--- src/rtl/bcd_to_bin_seq_pkg.sv ---
// Shared types and constants for the
// sequential BCD-to-binary converter.
package bcd_to_bin_seq_pkg;

  typedef enum logic [1:0] {
    ST_IDLE = 2'd0,
    ST_CONV = 2'd1,
    ST_FIN  = 2'd2
  } state_t;

  localparam logic [3:0] BCD_MAX    = 4'd9;
  localparam logic [3:0] BCD_ADJ    = 4'd3;
  localparam logic [3:0] ADJ_THRESH = 4'd8;

endpackage

--- src/rtl/bcd_nibble_adj.sv ---
// Reverse double-dabble nibble correction:
// subtract 3 from a BCD nibble that is >= 8.
module bcd_nibble_adj
  import bcd_to_bin_seq_pkg::*;
(
  input  logic [3:0] din,
  output logic [3:0] dout
);

  // correct a nibble that borrowed a half-ten on the shift
  always_comb begin
    dout = din;
    if (din >= ADJ_THRESH) dout = din - BCD_ADJ;
  end

endmodule

--- src/rtl/bcd_to_bin_seq.sv ---
// Sequential BCD-to-binary converter using
// reverse double-dabble, start/busy/done handshake.
module bcd_to_bin_seq
  import bcd_to_bin_seq_pkg::*;
#(
  parameter int DIGITS = 2,
  parameter int BIN_W  = 7
) (
  input  logic                  CLOCK_50,
  input  logic                  RESET_N,
  input  logic                  START,
  input  logic [4*DIGITS-1:0]   BCD_IN,
  output logic                  BUSY,
  output logic                  DONE,
  output logic [BIN_W-1:0]      BIN_OUT,
  output logic                  ERR
);

  localparam int BCD_W = 4 * DIGITS;
  localparam int SR_W  = BCD_W + BIN_W;
  localparam int CNT_W = $clog2(BIN_W);
  localparam logic [CNT_W-1:0] CNT_LAST =
    CNT_W'(BIN_W - 1);

  state_t            state;
  state_t            state_nxt;
  logic [SR_W-1:0]   sr;
  logic [SR_W-1:0]   sr_shift;
  logic [SR_W-1:0]   sr_adj;
  logic [CNT_W-1:0]  cnt;
  logic              in_err;
  logic              last;

  assign sr_shift = sr >> 1;
  assign sr_adj[BIN_W-1:0] = sr_shift[BIN_W-1:0];
  assign last = (cnt == CNT_LAST);

  for (genvar g = 0; g < DIGITS; g++) begin : g_adj
    bcd_nibble_adj u_adj (
      .din  (sr_shift[BIN_W+4*g +: 4]),
      .dout (sr_adj[BIN_W+4*g +: 4])
    );
  end

  // flag any input digit outside 0..9
  always_comb begin
    in_err = 1'b0;
    for (int i = 0; i < DIGITS; i++) begin
      if (BCD_IN[4*i +: 4] > BCD_MAX) in_err = 1'b1;
    end
  end

  // state register
  always_ff @(posedge CLOCK_50 or negedge RESET_N) begin
    if (!RESET_N) state <= ST_IDLE;
    else          state <= state_nxt;
  end

  // next-state decode
  always_comb begin
    state_nxt = state;
    unique case (state)
      ST_IDLE: begin
        if (START) state_nxt = in_err ? ST_FIN : ST_CONV;
      end
      ST_CONV: begin
        if (last) state_nxt = ST_FIN;
      end
      ST_FIN:  state_nxt = ST_IDLE;
      default: state_nxt = ST_IDLE;
    endcase
  end

  // load, iterate and capture the result
  always_ff @(posedge CLOCK_50 or negedge RESET_N) begin
    if (!RESET_N) begin
      sr      <= '0;
      cnt     <= '0;
      BIN_OUT <= '0;
      ERR     <= 1'b0;
    end else begin
      unique case (state)
        ST_IDLE: begin
          if (START) begin
            sr  <= {BCD_IN, {BIN_W{1'b0}}};
            cnt <= '0;
            ERR <= in_err;
            if (in_err) BIN_OUT <= '0;
          end
        end
        ST_CONV: begin
          sr <= sr_adj;
          if (last) BIN_OUT <= sr_adj[BIN_W-1:0];
          else      cnt     <= cnt + 1'b1;
        end
        default: ;
      endcase
    end
  end

  assign BUSY = (state == ST_CONV);
  assign DONE = (state == ST_FIN);

endmodule

--- config.mk ---
export PLATFORM = sky130hd
export DESIGN_NAME = bcd_to_bin_seq
export DESIGN_NICKNAME = d
export VERILOG_FILES = /design/src/rtl/bcd_to_bin_seq_pkg.sv /design/src/rtl/bcd_nibble_adj.sv /design/src/rtl/bcd_to_bin_seq.sv
export SDC_FILE = /design/constraint.sdc
export NUM_CORES = 1
export LEC_CHECK = 0
export BUFFER_PORTS_ARGS = -buffer_cell sky130_fd_sc_hd__buf_2
export CORE_MARGIN = 1
export CORE_UTILIZATION = 49
export DETAILED_ROUTE_END_ITERATION = 7
export PLACE_DENSITY = 0.74
export SLEW_MARGIN = 10
export SYNTH_ARGS = -nofsm -noshare
export SYNTH_HDL_FRONTEND = slang
export SYNTH_SLANG_ARGS = --single-unit
--- constraint.sdc ---
create_clock -name CLOCK_50 -period 1.4 [get_ports CLOCK_50]
set_clock_uncertainty 0.15 [all_clocks]
set_input_delay 0.28 -clock CLOCK_50 [delete_from_list [all_inputs] [get_ports CLOCK_50]]
set_output_delay 0.28 -clock CLOCK_50 [all_outputs]
set_load 0.005 [all_outputs]
* After elaboration in Yosys (flattened, before gate mapping) *
Cells that the tools add are included.

cells by class
  order comparisons = 4
  eq/ne operators = 7
  reductions and logical operators = 7
  add/subtract/negate cells = 3
  muxes and demuxes = 17

operators with widths
  operator               count
  $pmux W15 S2           1
  $mux W7                3
  $mux W15               1
  $pmux W7 S2            1
  $gt A4 B4 Y1 const B   2
  $mux W4                2
  $mux W2                3
  $mux W3                2
  $ne A2 B2 Y1 const B   3
  $pmux W3 S2            1
  $reduce_and A2 Y1      3
  $ge A3 B4 Y1 const B   1
  $ge A4 B4 Y1 const B   1
  $pmux W2 S2            1
  $reduce_and A4 Y1      1
  $sub A3 B2 Y4 const B  1
  $sub A4 B2 Y4 const B  1
  $add A3 B1 Y3 const B  1
  $eq A3 B3 Y1 const B   1
  $reduce_and A3 Y1      1
  $eq A2 B1 Y1 const B   1
  $eq A2 B2 Y1 const B   1
  $logic_not A2 Y1       1
  $mux W1                2
  other kinds (2)        2

word-level totals
  output and inout port bits = 10
  flip-flop bits (word level) = 28

* Longest topological paths before layout *
  depth after elaboration = 6
  mapped depth = 5
  depth with buffers taken out = 5

* Modules after synthesis *
Synthesis repeated with hierarchy kept, for this count alone.

second synthesis, totals
  cells, all modules = 124
  area, all modules = 1343.8 sq um

by module, submodules not included
  module          instances  cells each  area an instance (sq um)
  bcd_to_bin_seq  1          102         1191.1
  bcd_nibble_adj  2          11          76.3

* Worst setup path after synthesis *
Ideal clock, no wire load.

  path kind = register to register
  from = register sr[8]
  to = register sr[9]
  setup time = 0.126 ns
  path slack = -0.004 ns
  stages on the path, launching flop included = 5
  required time = 1.124 ns
  period minus slack after synthesis = 1.404 ns
  arrival time = 1.128 ns
  buffers on the path = 0
  path through = dfrtp_1 ha_1 nand2b_1 xnor2_1 a221o_1

on the way
  cells in the longest elaborated chain, start to end = 3
  elaborated cells between the ends (all ways) = 4

ends and longest elaborated chain
  item                                                  line                  source
  from (decl)                                           bcd_to_bin_seq.sv:27  logic [SR_W-1:0] sr;
  from (signal assigned)                                bcd_to_bin_seq.sv:85  sr <= {BCD_IN, {BIN_W{1'b0}}};
  from (signal assigned)                                bcd_to_bin_seq.sv:92  sr <= sr_adj;
  $sub A4 B2 Y4 / $ge A4 B4 Y1 (equally long branches)  bcd_nibble_adj.sv:13  if (din >= ADJ_THRESH) dout = din - BCD_ADJ;
  $mux W4 (*)                                           bcd_nibble_adj.sv:13
  $pmux W15 S2 (*)                                      bcd_to_bin_seq.sv:82  unique case (state)

Every way passes the cells marked *; elsewhere a longest branch is shown, timed or not.
A chain may end at the register's enable or synchronous reset.

* Final worst setup path *
  from = register state[0]
  to = output DONE

on the way
  cells in the longest elaborated chain, start to end = 1

ends and longest elaborated chain
  item                    line                   source
  from (decl)             bcd_to_bin_seq.sv:25   state_t state;
  from (signal assigned)  bcd_to_bin_seq.sv:56   else state <= state_nxt;
  $eq A2 B2 Y1            bcd_to_bin_seq.sv:102  assign DONE = (state == ST_FIN);
  to (decl)               bcd_to_bin_seq.sv:14   output logic DONE,

No other way between the ends.

==> impl_metrics.py <==
metrics = {
    "clock_tree": {
        "clk_latency_ns": 0.33,
        "cts_root_buf": "clkbuf_4",
        "numCtsBuffers": 3,
        "cts_buffer_depth": 2,
        "cts.clk_slew.worst_paths_ns": 0.16,
        "htree_levels": 1,
        "cts_sinks": 27,
        "cts_tree": "done",
    },
    "synthesis": {
        "ys_ff_latch": 27,
        "synth-edff-count": 0,
        "netlist_top_cells_count": "dfrtp_1, nand2_1, o21ai_0, o2bb2ai_1",
        "ys.flop_type": "dfrtp_1",
        "syn_avg_cell_area_sq_um": 11.0,
        "synth_top_area_frac": 0.511,
        "synthAdderAreaFrac": 0.0379,
        "synth_top_family_by_area": "compound AO/OA/AOI/OAI gates",
        "ys_seq_area_frac": 0.511,
        "yosysTopAreaCell": "dfrtp_1",
        "netlist_instances": 120,
        "synth_area_leaders": "dfrtp_1, o2bb2ai_1, a22o_1, ha_1, nand2_1",
        "synth_compound_area_frac": 0.232,
        "synth.most_common_cell": "dfrtp_1",
        "ys_warn_count": 0,
        "synth_area_sq_um": 1320,
        "syn_nets": 135,
        "async_flop_share": 1.00,
        "synth_cell_type_count": 35,
        "synth_xor_xnor_area_share": 0.0133,
        "muxShareOfSynthArea": 0.00758,
        "synth_simple_gate_area_frac": 0.159,
    },
    "hold_path": {
        "hold_path_class": "in2reg",
        "min-delay-start": "BCD_IN[7]",
    },
    "place": {
        "place_congestion": 0.847,
        "portBuffers": 20,
        "dp_hpwl_microns": 2110,
        "dp.cells": 184,
        "place_ws_ns": -0.0827,
    },
    "worst_setup_path": {
        "critical_path_class": "reg2out",
        "r2r-start": "state[0]",
        "startpoint_type": "flip-flop",
        "crit_fanout": 5,
        "cp-startpoint": "state[0]",
        "critical_path_required_ns": 0.97,
        "critPathArrivalTime_ns": 1.13,
        "critPathCaptureType": "output pin",
    },
    "final_layout": {
        "nNetsFinal": 189,
        "areaGrowthSynthToFinish_pct": 39.8,
        "finalNonFillerCells": 203,
        "final_util": 0.732,
        "drive_above_1_share": 0.480,
        "diodes": 0,
        "n_fill_cell": 168,
    },
    "timing": {
        "drv_slew": 0,
        "fmax_ghz": 0.640,
        "setup_viol": 21,
        "finalWorstSetupSlack_ns": -0.163,
        "fin_crit_sh": 1.12,
        "hold_viol_final": 0,
        "rsz0062_at_grt": "true",
        "period_needed_ns": 1.56,
        "relSlewSlack": 0.594,
        "worst_pin_slew_ns": 0.609,
        "timing.setup.tns_ns": -1.31,
    },
    "routing": {
        "num_vias": 1189,
        "ant_nets": 0,
        "wl_per_cell_microns": 17.0,
        "dr.first_iter.drc_count": 33,
        "routed_wl_microns": 3450,
        "first_pass_iters": 4,
        "via_per_inst": 5.86,
        "drc": 0,
    },
    "power": {
        "powerDensity_nw_per_um2": 1830,
        "leakage_nw": 0.907,
        "peakVddDrop_mv": 1.32,
    },
    "floorplan": {
        "core.rowCount": 18,
        "die_w_microns": 53.9,
        "pin_count": 21,
        "die-area_sq_um": 2910,
        "fp.coreArea_sq_um": 2520,
        "die_h_microns": 53.9,
        "initial_utilization": 0.524,
    },
    "global_routing": {
        "grt_pass1_vias": 1074,
        "grt-ovfl-total": 0,
        "grtUsageTotal": 0.243,
        "grt_pass1_wl_microns": 5000,
        "grt_antenna_before_repair": 0,
        "grt_max_degree": 28,
    },
    "job": {
        "drv_cap": 0,
    },
    "outcome": {
        "status": "finished with violations",
        "violations": "negative setup slack",
    },
}
==> stage by stage <==
step / total power, mW / hold WS [ns] / area [sq um]
floorplan: 1.97 / -0.166 / 1320
global placement: 2.42 / 0.158 / 1580
detailed placement: 2.49 / 0.179 / 1580
CTS: 3.10 / 0.0454 / 1760
global route: 3.58 / 0.0407 / 1850
finish: 3.38 / 0.0487 / 1850
==> worst paths after layout <==
path	depth (start not counted)	slack (ns)	endpoint
min	2	0.05	sr[14]
max in group asynchronous	2	0.35	state[1]
min reg2reg	2	0.38	BIN_OUT[1]
min in group asynchronous	2	0.31	sr[11]
max reg2reg	5	-0.09	BIN_OUT[6]
max	3	-0.16	DONE
==> cell usage in the layout, fill, tap and decap left out, types with 3 or more instances in the layout <==
master     synthesis  routed
buf_4              3      28
dfrtp_1           27      26
buf_2              2      20
nand2_1           13      11
o2bb2ai_1          7       7
a22o_1             6       6
a21oi_1            6       5
o21ai_1            0       5
nor2_1             4       4
buf_6              0       4
inv_2              2       3
o21ai_0            9       3
nor2b_1            4       3
a22oi_1            3       3
clkbuf_4           0       3
==> state kept, by name (all words and copies together), names as in the netlist <==
name and cells:
sr 14, cnt 3, ERR 1, state 2, BIN_OUT 7
==> routing by layer <==
layer  global-route usage  routed length [microns]
met1                0.323                     1510
met2                0.430                     1830
met3               0.0254                       88
met4               0.0395                       21
met5                    0                        0
==> logic make-up (layout without fill, tap and decap cells) <==
logic type	Yosys count	count (layout)
flip-flops	27	27
buffers and inverters	10	63
multiplexers	1	1
AND/OR/NAND/NOR	35	35
AO/OA/AOI/OAI	41	41
adder cells (fa/ha/maj)	4	4
XOR/XNOR	2	2
==> power by group <==
group / switching, mW / total, mW / internal [mW]
clock: 0.249 / 0.359 / 0.109
combinational: 0.767 / 1.74 / 0.974
sequential: 0.264 / 1.28 / 1.02
==> area by class of cell <==
cell class | count | area, sq um | share of cell area
tap | 30 | 37.5 | 0.0203
clock buffer | 3 | 22.5 | 0.0122
sequential | 27 | 677 | 0.367
clock inverter | 1 | 7.51 | 0.00407
timing repair buffer | 54 | 385 | 0.209
inverter | 5 | 23.8 | 0.0129
multi-input combinational | 83 | 693 | 0.375
==> worst max-delay path: stages (launching register included) <==
cell	delay, ns
dfrtp_1	0.45
buf_6	0.15
nor2_1	0.08
buf_2	0.11
==> timing repair <==
item,CTS,global route
setup endpoints to repair,25,29
buffers inserted,9,6
hold buffers,1,0
hold endpoints to repair,27,0
gates resized for setup,18,16
pin swaps,2,6
(Power assumes the default switching activity.)
